**config.mk**
```make
export PLATFORM = sky130hd
export DESIGN_NAME = input_debouncer_flat
export DESIGN_NICKNAME = d
export VERILOG_FILES = /design/src/rtl/debounce_pkg.sv /design/src/rtl/input_debouncer_if.sv /design/src/rtl/sync_chain.sv /design/src/rtl/input_debouncer.sv /design/src/flat_wrapper.sv
export SDC_FILE = /design/constraint.sdc
export NUM_CORES = 1
export LEC_CHECK = 0
export ABC_AREA = 0
export BUFFER_PORTS_ARGS = -buffer_cell sky130_fd_sc_hd__buf_2
export CAP_MARGIN = 20
export CORE_AREA = 4 4 41 43
export CTS_CLUSTER_DIAMETER = 60
export CTS_CLUSTER_SIZE = 28
export DETAILED_ROUTE_END_ITERATION = 10
export DIE_AREA = 0 0 45 47
export SLEW_MARGIN = 20
export SYNTH_ARGS = -nofsm -noshare
export SYNTH_HDL_FRONTEND = slang
export SYNTH_HIERARCHICAL = 1
export SYNTH_SLANG_ARGS = --single-unit
```
**constraint.sdc**
```tcl
create_clock -name clk -period 1.6 [get_ports clk]
set_input_delay 0.08 -clock clk [delete_from_list [all_inputs] [get_ports clk]]
set_output_delay 0.08 -clock clk [all_outputs]
set_load 0.005 [all_outputs]
```
**src/rtl/debounce_pkg.sv**
```systemverilog
// rtl/debounce_pkg.sv - shared debouncer state encoding and parameter minimums
package debounce_pkg;

   typedef enum logic [1:0] {
      ST_LOW     = 2'b00,
      ST_WAIT_HI = 2'b01,
      ST_HIGH    = 2'b10,
      ST_WAIT_LO = 2'b11
   } deb_state_t;

   localparam int DEB_MIN_CYCLES = 2;
   localparam int DEB_MIN_SYNC   = 2;

endpackage

```
**src/rtl/input_debouncer_if.sv**
```systemverilog
// rtl/input_debouncer_if.sv - debouncer signal bundle; pulse signals exist only with DEBOUNCE_EDGE_PULSE_EN
interface input_debouncer_if;

   logic raw_in;
   logic clean_out;
   logic busy;
`ifdef DEBOUNCE_EDGE_PULSE_EN
   logic rise_pulse;
   logic fall_pulse;

   modport master (output raw_in, input clean_out, input busy, input rise_pulse, input fall_pulse);
   modport slave  (input raw_in, output clean_out, output busy, output rise_pulse, output fall_pulse);
`else
   modport master (output raw_in, input clean_out, input busy);
   modport slave  (input raw_in, output clean_out, output busy);
`endif

endinterface

```
**src/rtl/sync_chain.sv**
```systemverilog
// rtl/sync_chain.sv - N-flop synchroniser for asynchronous level inputs, async active-high reset to 0
module sync_chain
   import debounce_pkg::*;
#(
   parameter int STAGES = 2
) (
   input  logic clk,
   input  logic reset,
   input  logic d,
   output logic q
);

   if (STAGES < DEB_MIN_SYNC) begin : g_bad_stages
      $error("sync_chain: STAGES below minimum");
   end

   logic [STAGES-1:0] ff;

   always_ff @(posedge clk or posedge reset) begin
      if (reset) begin
         ff <= '0;
      end else begin
         ff <= {ff[STAGES-2:0], d};
      end
   end

   assign q = ff[STAGES-1];

endmodule

```
**src/rtl/input_debouncer.sv**
```systemverilog
// rtl/input_debouncer.sv - synchronise and debounce a raw level input; DEBOUNCE_EDGE_PULSE_EN adds edge pulses
module input_debouncer
   import debounce_pkg::*;
#(
   parameter int SYNC_STAGES     = 2,
   parameter int DEBOUNCE_CYCLES = 16
) (
   input  logic              clk,
   input  logic              reset,
   input_debouncer_if.slave  deb
);

   localparam int CNT_W = $clog2(DEBOUNCE_CYCLES);
   localparam logic [CNT_W-1:0] CNT_LAST = CNT_W'(DEBOUNCE_CYCLES - 1);

   if (SYNC_STAGES < DEB_MIN_SYNC) begin : g_bad_sync
      $error("input_debouncer: SYNC_STAGES below minimum");
   end
   if (DEBOUNCE_CYCLES < DEB_MIN_CYCLES) begin : g_bad_cycles
      $error("input_debouncer: DEBOUNCE_CYCLES below minimum");
   end

   logic             s;
   deb_state_t       state;
   deb_state_t       state_nxt;
   logic [CNT_W-1:0] cnt;
   logic [CNT_W-1:0] cnt_nxt;
   logic             accept_hi;
   logic             accept_lo;

   sync_chain #(.STAGES(SYNC_STAGES)) u_sync (
      .clk   (clk),
      .reset (reset),
      .d     (deb.raw_in),
      .q     (s)
   );

   always_ff @(posedge clk or posedge reset) begin
      if (reset) begin
         state         <= ST_LOW;
         cnt           <= '0;
         deb.clean_out <= 1'b0;
      end else begin
         state <= state_nxt;
         cnt   <= cnt_nxt;
         if (accept_hi) begin
            deb.clean_out <= 1'b1;
         end else if (accept_lo) begin
            deb.clean_out <= 1'b0;
         end
      end
   end

   // Any reversion during a WAIT state drops the partial count entirely.
   always_comb begin
      state_nxt = state;
      cnt_nxt   = cnt;
      accept_hi = 1'b0;
      accept_lo = 1'b0;
      case (state)
         ST_LOW: begin
            if (s) begin
               state_nxt = ST_WAIT_HI;
               cnt_nxt   = '0;
            end
         end
         ST_WAIT_HI: begin
            if (!s) begin
               state_nxt = ST_LOW;
               cnt_nxt   = '0;
            end else if (cnt == CNT_LAST) begin
               state_nxt = ST_HIGH;
               cnt_nxt   = '0;
               accept_hi = 1'b1;
            end else begin
               cnt_nxt = cnt + 1'b1;
            end
         end
         ST_HIGH: begin
            if (!s) begin
               state_nxt = ST_WAIT_LO;
               cnt_nxt   = '0;
            end
         end
         ST_WAIT_LO: begin
            if (s) begin
               state_nxt = ST_HIGH;
               cnt_nxt   = '0;
            end else if (cnt == CNT_LAST) begin
               state_nxt = ST_LOW;
               cnt_nxt   = '0;
               accept_lo = 1'b1;
            end else begin
               cnt_nxt = cnt + 1'b1;
            end
         end
         default: begin
            state_nxt = ST_LOW;
            cnt_nxt   = '0;
         end
      endcase
   end

   always_comb begin
      deb.busy = (state == ST_WAIT_HI) || (state == ST_WAIT_LO);
   end

`ifdef DEBOUNCE_EDGE_PULSE_EN
   always_ff @(posedge clk or posedge reset) begin
      if (reset) begin
         deb.rise_pulse <= 1'b0;
         deb.fall_pulse <= 1'b0;
      end else begin
         deb.rise_pulse <= accept_hi;
         deb.fall_pulse <= accept_lo;
      end
   end
`endif

endmodule

```
**src/flat_wrapper.sv**
```systemverilog
// flat-port wrapper written by rule: the top's interface ports become plain ports
module input_debouncer_flat import debounce_pkg::*;
#(
   parameter int SYNC_STAGES     = 2,
   parameter int DEBOUNCE_CYCLES = 16
)
  (clk, reset, deb_raw_in, deb_clean_out, deb_busy);
  input_debouncer_if deb_i ();
  input  logic clk;
  input  logic reset;
  input wire logic [$bits(deb_i.raw_in)-1:0] deb_raw_in;
  output wire logic [$bits(deb_i.clean_out)-1:0] deb_clean_out;
  output wire logic [$bits(deb_i.busy)-1:0] deb_busy;
  assign deb_i.raw_in = deb_raw_in;
  assign deb_clean_out = deb_i.clean_out;
  assign deb_busy = deb_i.busy;
  input_debouncer #(.SYNC_STAGES(SYNC_STAGES), .DEBOUNCE_CYCLES(DEBOUNCE_CYCLES)) u_core (.clk(clk), .reset(reset), .deb(deb_i));
endmodule
```
==> impl_results.md, run 1 <==
- Fmax: slightly below 800 MHz
- Initial core utilization: 33.8%
- Synthesized cell area: between 400 and 500 um^2
- Post-CTS Resized: 0
- Die Height: between 40 and 50 um
- Critical path's largest stage delay: about 400 ps
- Synth cell types: 23
- P per Cell Area: 877 nW/um^2
- CP startpoint kind: flip-flop
- Period utilization: between 70% and 80%
- Max layer used: met3
- R2r startpoint: u_core/cnt[0]$_DFFE_PP0P_
- Peak supply drop: approximately 0.00033 V
- Nets: 55
- Worst path depth: 4
- Slew headroom: between 70% and 80%
- Critical Path AT: 1380 ps
- Synthesis Warnings: 6
- Vias per cell: around 4.8
- Post-synthesis sequential area ratio: just over 50%
- Initial antenna violation count: 0
- Core ar.: about 1300 um^2
- Area Overhead vs Synth: 16.8%
- Final Max Tran Viols: 0
- Crit Path Class: flip-flop to flip-flop
- N_diodes: 0
- Tightest Pin Transition: 364 ps
- Full die area: 2120 um^2
- GRT overflow: 0
- CP bufs+invs: 1
- Fin Setup TNS: 0 ps
- Met2 WL: 331 um
- Min Tclk post-route: 1260 ps
- Final Hold Fails: 0
- CTS tree: built
- CTS sink count: 9
- # IOs: 5
- CP max FO: 6
- Post-Route WL: ~720 um
- Worst-path cell chain: ha_1, inv_1, a311oi_1, o22ai_1
- Syn Inst Count: 42
- Post-detailed-route wirelength per cell: roughly 11 um
- Total CTS buffers: 3
- Post-route ant nets: 0
- Clk Latency, worst-skew pair: 250 ps
- Worst r2r dst: u_core/cnt[3]$_DFFE_PP0P_
- Drt pass-1 iters: 4
- Final setup fails: 0
- Row count: 13
- Overall global routing resource usage: a little under a tenth
- Clk buf depth: 2
- Avg Synthesized Cell Area: 10.5 um^2
- Maximum number of pins on one net before global-route repair: 11
- Post-CTS Setup Bufs: 0
- Reg2reg setup slack: about 340 ps
- Initial DRC count: 4
- Htree depth: 1
- DRC violations left: 0
- CP endpoint kind: flip-flop
- Vias in the first global route: roughly 320
- Via count: 312
- Register clock-pin slew on the reported worst setup and hold paths: 60 ps
- Cells on worst reg2reg path: 4
- Worst EP required: between 1500 and 2000 ps
- Crit-path slowest cell: dfrtp_1
- Net Count, Synth: 46
- Global-route wire length before repair: between 1000 and 1500 um
- Met3 routed WL: ~34 um
- Leakage: ~0.25 nW
- Synthesized flop and latch total: 9
- Root buffer cell: clkbuf_4
- Die W: 45 um
- Skew final: roughly 2.4 ps
- Port Buffers: 4
- Share of layout cells above drive strength 1: 20.0%
- Dpl hpwl: a little over 500 um
- CP delay by family, top: compound AO/OA/AOI/OAI gates
- RSZ-0062 raised after global routing: false
- Hold Crit Class: input pin to async pin
- Status: completed
- Max Cap Viol: 0
- Final Power: 0.000451 W
- Placer Congestion: 0.775
- Met1 Wirelength: around 350 um
==> per-layer routing <==
layer	GRT usage (%)	vias to the layer above
met5	0	-
met4	3.51	0
met3	3.45	0
met2	14.1	6
met1	11.3	144
li1	-	162
==> Yosys cell counts <==
cell type | instances | area share [%]
a21oi_1 | 2 | 2.3
inv_1 | 3 | 2.6
o21ai_0 | 1 | 1.1
dfrtp_1 | 9 | 51
o22ai_1 | 2 | 2.8
xnor2_2 | 1 | 3.7
nand2b_4 | 1 | 3.1
nand2b_1 | 2 | 2.8
nand3b_1 | 1 | 1.7
mux2i_1 | 1 | 2.3
and4_1 | 1 | 2.0
nand4_1 | 1 | 1.4
buf_4 | 1 | 1.7
a31o_2 | 1 | 2.0
nor2b_1 | 1 | 1.4
nor2_1 | 1 | 0.85
o2bb2ai_1 | 1 | 2.0
nand2_1 | 7 | 6.0
a311oi_1 | 1 | 2.0
and4b_1 | 1 | 2.3
ha_1 | 1 | 2.8
o21ai_1 | 1 | 1.1
clkbuf_1 | 1 | 0.85
==> timing repair <==
| action | in CTS | in global routing |
|---|---|---|
| hold buffers | 2 | 0 |
| endpoints found under the setup margin | 0 | 0 |
| endpoints found under the hold margin | 10 | 0 |
==> cell families after synthesis <==
family / after synthesis / synth area share (%)
AOI/OAI and AO/OA: 9 / 13.4
and+or+nand+nor: 16 / 21.6
muxes: 1 / 2.27
adders and majority gates: 1 / 2.84
DFF: 9 / 51.1
xor gates and xnor gates: 1 / 3.69
buffers and inverters: 5 / 5.11
==> cell usage in the layout (no fill, tap or decap), types with 2 or more instances in the layout <==
cell type and n:
a21oi_1 2, buf_2 4, clkbuf_4 3, dfrtp_1 9, dlygate4sd3_1 2, inv_1 3
nand2_1 7, nand2b_1 2, o22ai_1 2
==> worst reg2reg max path: cells and delay by family, from the launching register on <==
| family | cells | cell delay, ps |
|---|---|---|
| AO/OA/AOI/OAI | 2 | 420 |
| flip-flops | 1 | 400 |
| buffers and inverters | 1 | 60 |
| adder cells (fa/ha/maj) | 1 | 250 |
==> report_power, final <==
| part | internal, W | leakage [nW] | switching [W] |
|---|---|---|---|
| Clock | 0.0000958 | 0.0150 | 0.0000743 |
| Combinational | 0.0000183 | 0.113 | 0.0000162 |
| Sequential | 0.000236 | 0.117 | 0.0000109 |
| Total | 0.000350 | 0.245 | 0.000101 |
==> metrics by stage <==
stage          setup slack [ps]  area (um^2)  util (%)  cells  hold WS [ps]
2_1_floorplan               434          440         -     42          -179
5_1_grt                     225          514      39.5     65           233
3_5_place_dp                348          468      36.0     59         -57.5
4_1_cts                     325          514      39.5     65           209
3_3_place_gp                370          468      36.0     59         -60.2
6_report                    343          514      39.5     65           217
==> layout make-up <==
| class | instances | area (um^2) |
|---|---|---|
| Fill cell | 130 | 787 |
| Sequential cell | 9 | 225 |
| Multi-Input combinational cell | 28 | 193 |
| Clock buffer | 4 | 26.3 |
| Inverter | 3 | 11.3 |
| Tap cell | 15 | 18.8 |
| Timing Repair Buffer | 6 | 40.0 |
==> worst max path at each step <==
stage / startpoint / end
floorplan: u_core/cnt[0]$_DFFE_PP0P_ / u_core/deb.clean_out$_DFFE_PP0P_
global placement: u_core/cnt[0]$_DFFE_PP0P_ / u_core/cnt[3]$_DFFE_PP0P_
detailed placement: u_core/cnt[0]$_DFFE_PP0P_ / u_core/cnt[3]$_DFFE_PP0P_
CTS: u_core/cnt[0]$_DFFE_PP0P_ / u_core/cnt[3]$_DFFE_PP0P_
global route: u_core/cnt[0]$_DFFE_PP0P_ / u_core/cnt[3]$_DFFE_PP0P_
finish: u_core/cnt[0]$_DFFE_PP0P_ / u_core/cnt[3]$_DFFE_PP0P_
Power figures use the tool's default switching activity.
==> inputs of run 2 (changes only) <==
==> constraint.sdc (replaced) <==
create_clock -name clk -period 1.1 [get_ports clk]
set_input_delay 0.055 -clock clk [delete_from_list [all_inputs] [get_ports clk]]
set_output_delay 0.055 -clock clk [all_outputs]
set_load 0.005 [all_outputs]
==> run 2 against run 1 <==
  * The flow now finishes with violations (setup timing)
  * Sequential share of layout area fell by 7.0 points
  * First-iteration DRC count fell by 50%
  * Clock skew fell by 1.5 ps
  * Largest power group unchanged
  * Highest routed layer unchanged
  * Non-clock buffer count rose by 7
  * Worst setup slack got worse by 370 ps
  * Routed wire length rose by 22%
  * Die area did not move
  * Hold slack got worse by 20 ps
  * Via count rose by 14%
==> impl_results.md, run 2 (synthesis gave the netlist of run 1 again) <==
- Failing checks: setup timing
- Via count: 356 (+14%)
- Global-route wire length before repair: 1500 um (+11%)
- Post-route ant nets: 0 (unchanged)
- DRC violations left: 0 (unchanged)
- Root buffer cell: clkbuf_4
- Peak supply drop: 0.000776 V (+130%)
- Vias per cell: 4.94 (+3.0%)
- Clk Latency, worst-skew pair: 260 ps (about the same)
- Leakage: 0.282 nW (+15%)
- Period utilization: 103% (+24 points)
- Maximum number of pins on one net before global-route repair: 8 (-3)
- P per Cell Area: 1110 nW/um^2 (+26%)
- Commonest non-fill, non-tap cell in the layout: buf_4
- Nets: 62 (+13%)
- Register clock-pin slew on the reported worst setup and hold paths: 60 ps (about the same)
- Worst Setup SP: u_core/cnt[0]$_DFFE_PP0P_
- Hold Crit Class: input pin to async pin
- Dpl hpwl: 576 um (+11%)
- Die Height: 47 um (unchanged)
- Post-route cell area: 623 um^2 (+21%)
- Initial antenna violation count: 0 (unchanged)
- Total CTS buffers: 3 (unchanged)
- Worst-path cell chain: ha_4, nand2b_4, mux2i_1, o2bb2ai_1
- Post-Route WL: 878 um (+22%)
- Core ar.: 1300 um^2 (unchanged)
- Critical Path AT: 1300 ps (-80 ps)
- Min Tclk post-route: 1130 ps (-130 ps)
- R2r startpoint: u_core/cnt[0]$_DFFE_PP0P_
- Row count: 13 (unchanged)
- Final Hold Fails: 0 (unchanged)
- Vias in the first global route: 324 (+1.6%)
- Full die area: 2120 um^2 (unchanged)
- Max Cap Viol: 0 (unchanged)
- RSZ-0062 raised after global routing: true
- CP endpoint kind: flip-flop
- CTS sink count: 9 (unchanged)
- Fmax: 887 MHz (+11%)
- Final setup fails: 2 (+2)
- Worst EP required: 1280 ps (-440 ps)
- Overall global routing resource usage: 10.8% (+1.7 points)
- Skew final: 0.859 ps (-1.52 ps)
- Critical path's largest stage delay: 440 ps (+40 ps)
- N_diodes: 0 (unchanged)
- Port Buffers: 4 (unchanged)
- Area Overhead vs Synth: 41.5%
- CTS tree: built
- Placer Congestion: 0.766 (-1.2%)
- Post-detailed-route wirelength per cell: 12.2 um (+11%)
- # IOs: 5 (unchanged)
- Crit-path slowest cell: dfrtp_2
- Clk buf depth: 2 (unchanged)
- Tightest Pin Transition: 294 ps (-69.6 ps)
- Die W: 45 um (unchanged)
- Slew headroom: 80.4% (+4.7 points)
- Initial DRC count: 2 (-2)
- Final Power: 0.000690 W (+53%)
- CP max FO: 6 (unchanged)
- Initial core utilization: 33.8% (unchanged)
- Final Max Tran Viols: 0 (unchanged)
- Share of layout cells above drive strength 1: 54.4% (+34 points)
- Pre-CTS setup slack: -25.6 ps (-373 ps)
- Crit Path Class: flip-flop to flip-flop
- Setup WS post-layout: -27.6 ps (-370 ps)
- Htree depth: 1 (unchanged)
- Most frequent cells in the layout: 7 x buf_4, 6 x nand2_1, 6 x dfrtp_1
- Drt pass-1 iters: 2 (-2)
- GRT overflow: 0 (unchanged)
- Dpl cell area: 526 um^2 (+12%)
- CP startpoint kind: flip-flop
- Status: complete, but fails checks
-- run 2: changes by cell type in the layout (fill, tap and decap cells not counted), moves of 2 or more --
cell | before | now
a21oi_2 | 0 | 2
dfrtp_1 | 9 | 6
o21ai_2 | 0 | 2
dfrtp_2 | 0 | 3
a21oi_1 | 2 | 0
buf_4 | 0 | 7
-- run 2: cell type report --
cell class / count / area, um^2
fill: 127 / 678
multi-input combinational: 28 / 245
sequential: 9 / 229
timing repair buffer: 13 / 92.6
clock buffer: 4 / 26.3
tap: 15 / 18.8
inverter: 3 / 11.3
-- run 2: path summary, 6_finish.rpt --
check | slack [ps] | cells after the start | to
max | -30 | 4 | u_core/cnt[2]$_DFFE_PP0P_
min | 200 | 3 | u_core/u_sync/ff[0]$_DFF_PP0_
max reg2reg | -30 | 4 | u_core/cnt[2]$_DFFE_PP0P_
min reg2reg | 350 | 0 | u_core/u_sync/ff[1]$_DFF_PP0_
max in group asynchronous | 570 | 3 | u_core/state[0]$_DFFE_PP0P_
min in group clk | 350 | 0 | u_core/u_sync/ff[1]$_DFF_PP0_
-- run 2: report_power, final --
part	total (W)	switching (W)	internal (W)
clock network	0.000249	0.000110	0.000139
logic	0.0000796	0.0000360	0.0000436
registers	0.000361	0.0000165	0.000345
-- run 2: repair_timing --
item / in CTS / in global routing
buffers inserted: 0 / 1
pin swaps: 4 / 9
endpoints found under the hold margin: 10 / 0
resized for setup: 3 / 11
endpoints found under the setup margin: 3 / 5
hold buffers: 2 / 0
-- run 2: through the flow --
step	hold WS (ps)	instances	utilization, %	TNS, ps
5_1_grt	204	72	47.9	-208
3_5_place_dp	-79.8	65	40.4	-48.1
4_1_cts	186	71	44.8	-17.8
3_3_place_gp	-84.1	65	40.4	-44.6
6_report	197	72	47.9	-49.4
2_1_floorplan	-204	42	-	0
-- run 2: worst max-delay path: cells and delay by family (launching register included) --
kind | cells | cell delay, ps
adders and majority gates | 1 | 190
muxes | 1 | 140
AOI/OAI and AO/OA | 1 | 140
DFF | 1 | 440
and+or+nand+nor | 1 | 130
-- run 2: per-layer routing --
layer / GRT usage (%) / share of wire (%)
met4: 3.51 / 0
met2: 16.1 / 51
met1: 12.6 / 44
met3: 6.90 / 5.1
met5: 0 / 0
==> inputs of run 3 (changes only) <==
--- a/config.mk
+++ b/config.mk
@@ -8,13 +8,17 @@
 export ABC_AREA = 0
 export BUFFER_PORTS_ARGS = -buffer_cell sky130_fd_sc_hd__buf_2
 export CAP_MARGIN = 20
+export CELL_PAD_IN_SITES_DETAIL_PLACEMENT = 0
+export CELL_PAD_IN_SITES_GLOBAL_PLACEMENT = 1
 export CORE_AREA = 4 4 41 43
 export CTS_CLUSTER_DIAMETER = 60
 export CTS_CLUSTER_SIZE = 28
 export DETAILED_ROUTE_END_ITERATION = 10
 export DIE_AREA = 0 0 45 47
+export PLACE_DENSITY_LB_ADDON = 0.1
 export SLEW_MARGIN = 20
 export SYNTH_ARGS = -nofsm -noshare
 export SYNTH_HDL_FRONTEND = slang
 export SYNTH_HIERARCHICAL = 1
 export SYNTH_SLANG_ARGS = --single-unit
+export TNS_END_PERCENT = 1
==> run 3 against run 2 <==
  * The run now ends clean
  * Final cell count rose by 2.8%
  * Via count grew 0.56%
  * First-iteration DRC count increased by 50%
  * Maximum frequency rose by 3.0%
  * Register-to-register slack improved by 30 ps
  * Clock power grew 3%
  * Clock skew grew 2.1 ps
  * Core utilization is 0.38 points lower
  * Sequential cell count stayed put
  * Clock-buffer cell count stayed put
  * Global-route usage is 1.1 points higher
  * Hold slack lost 10 ps
==> impl_results.md, run 3 (synthesis gave the netlist of run 1 again) <==
- Status: completed
- Most frequent cells in the layout: 9 x buf_4, 7 x nand2_1, 7 x dfrtp_1
- Max Cap Viol: 0 (unchanged)
- N_diodes: 0 (unchanged)
- Drt pass-1 iters: 4 (+2)
- Register clock-pin slew on the reported worst setup and hold paths: 60 ps (about the same)
- Crit Path Class: flip-flop to flip-flop
- Post-route ant nets: 0 (unchanged)
- Sequential power share: 50.9% (-1.4 points)
- Fmax: 913 MHz (+3.0%)
- Via count: 358 (+0.56%)
- Vias per cell: 4.84 (-2.2%)
- Worst-path cell chain: ha_4, inv_1, a311oi_1, o22ai_1
- Initial DRC count: 3 (+1)
- Core ar.: 1300 um^2 (unchanged)
- CP startpoint kind: flip-flop
- CP delay by family, top: flip-flops
- Post-detailed-route wirelength per cell: 12.2 um (+0.40%)
- Min Tclk post-route: 1090 ps (-32.9 ps)
- Slew headroom: 81.8% (+1.5 points)
- RSZ-0062 raised after global routing: true
- Htree depth: 1 (unchanged)
- Port Buffers: 4 (unchanged)
- Final Max Tran Viols: 0 (unchanged)
- Root buffer cell: clkbuf_4
- CTS tree: built
- Post-Route WL: 906 um (+3.2%)
- Vias in the first global route: 372 (+15%)
- Reg2reg setup slack: 5 ps (+30 ps)
- Final-layout fill cell count: 129 (+1.6%)
- Final setup fails: 0 (-2)
- Nets: 64 (+3.2%)
- Tightest Pin Transition: 272 ps (-21.9 ps)
- Pre-CTS setup slack: -91.0 ps (-65.4 ps)
- Skew final: 3.00 ps (+2.14 ps)
- Final Hold Fails: 0 (unchanged)
- Critical path's largest stage delay: 410 ps (-30 ps)
- Die W: 45 um (unchanged)
- Seq. cell area: 228 um^2 (-0.55%)
- Crit-path slowest cell: dfrtp_1
- Pint: 0.000534 W (+1.2%)
- Total CTS buffers: 3 (unchanged)
- Commonest non-fill, non-tap cell in the layout: buf_4
- CP bufs+invs: 1 (+1)
- Dpl hpwl: 707 um (+23%)
- Setup WS post-layout: 5.25 ps (+32.9 ps)
- Worst EP required: 1240 ps (-40 ps)
- P per Cell Area: 1130 nW/um^2 (+2.4%)
- CTS sink count: 9 (unchanged)
- WHS: 187 ps (-10.3 ps)
- Clk buf depth: 2 (unchanged)
- Placer Congestion: 0.674 (-12%)
- DRC violations left: 0 (unchanged)
- # IOs: 5 (unchanged)
- Overall global routing resource usage: 11.8% (+1.1 points)
- Full die area: 2120 um^2 (unchanged)
- Switching share of total power: 23.8% (+0.28 points)
- Placed Instances: 66 (+1.5%)
- Share of layout cells above drive strength 1: 42.4% (-12 points)
- Row count: 13 (unchanged)
- Hold Crit Class: input pin to async pin
- Clock power frac: 36.7% (+0.5 points)
- Multi-input gate area: 226 um^2 (-7.7%)
- Clk Latency, worst-skew pair: 270 ps (about the same)
- CP max FO: 6 (unchanged)
- Initial core utilization: 33.8% (unchanged)
- Maximum number of pins on one net before global-route repair: 8 (unchanged)
- Leakage: 0.288 nW (+1.8%)
- Switch Pwr: 0.000167 W (+2.8%)
- Initial antenna violation count: 0 (unchanged)
- Die Height: 47 um (unchanged)
- Combinational share of power: 12.4% (+0.9 points)
- Final Power: 0.000701 W (+1.6%)
- Critical Path AT: 1240 ps (-60 ps)
- Global-route wire length before repair: 1660 um (+10%)
- CP endpoint kind: flip-flop
- Peak supply drop: 0.000613 V (-21%)
- Area Overhead vs Synth: 40.3%
- Period utilization: 99.5% (-3.0 points)
- Finished Layout Cells: 74 (+2.8%)
- GRT overflow: 0 (unchanged)
[run 3: cell types whose count changed in the layout (fill, tap and decap cells not counted), sizes merged]
cell | previous run | this run
buf | 11 | 13
[run 3: cell type report]
class | instances | share of cell area, %
clock buffers | 4 | 4.25
flip-flops and latches | 9 | 36.8
multi-input cells | 28 | 36.6
well taps | 15 | 3.04
repair buffers | 15 | 17.4
inverters | 3 | 1.82
[run 3: metrics by stage]
stage               cell area (um^2)  utilization (%)  setup TNS, ps
floorplan                        453                -              0
global placement                 533             41.0           -230
detailed placement               533             41.0           -308
CTS                              618             47.5          -2.74
global route                     618             47.5           -157
finish                           618             47.5              0
[run 3: final timing paths]
kind | endpoint | startpoint | cells past startpoint
setup / recovery | u_core/cnt[3]$_DFFE_PP0P_ | u_core/cnt[1]$_DFFE_PP0P_ | 4
hold reg to reg | u_core/u_sync/ff[1]$_DFF_PP0_ | u_core/u_sync/ff[0]$_DFF_PP0_ | 0
max in group asynchronous | async pin | reset | 3
hold / removal | u_core/u_sync/ff[0]$_DFF_PP0_ | reset | 3
setup reg to reg | u_core/cnt[3]$_DFFE_PP0P_ | u_core/cnt[1]$_DFFE_PP0P_ | 4
min in group clk | u_core/u_sync/ff[1]$_DFF_PP0_ | u_core/u_sync/ff[0]$_DFF_PP0_ | 0
[run 3: worst min-delay path, delay by kind of cell]
family,cells,cell delay (ps)
buffers and inverters,3,720
[run 3: routing by layer]
layer,vias to the layer above,GRT usage (%),share of wire [%]
met1,167,12.5,40
met2,7,18.4,50
met5,-,0,0
met4,0,8.77,3.0
li1,179,-,-
met3,5,5.75,6.3
[run 3: power groups by stage]
stage	clock network, W	registers (W)	logic, W
floorplan	0	0.000360	0.0000435
global placement	0	0.000361	0.0000704
detailed placement	0	0.000362	0.0000720
CTS	0.000269	0.000357	0.0000879
global route	0.000288	0.000358	0.0000974
finish	0.000257	0.000357	0.0000867
[run 3: what timing repair did]
action / 4_1_cts / 5_1_grt
endpoints found under the hold margin: 10 / 0
hold buffers: 2 / 0
pin swaps: 9 / 1
resized for setup: 7 / 0
gates cloned: 0 / 0
buffers inserted: 2 / 0
endpoints found under the setup margin: 5 / 4
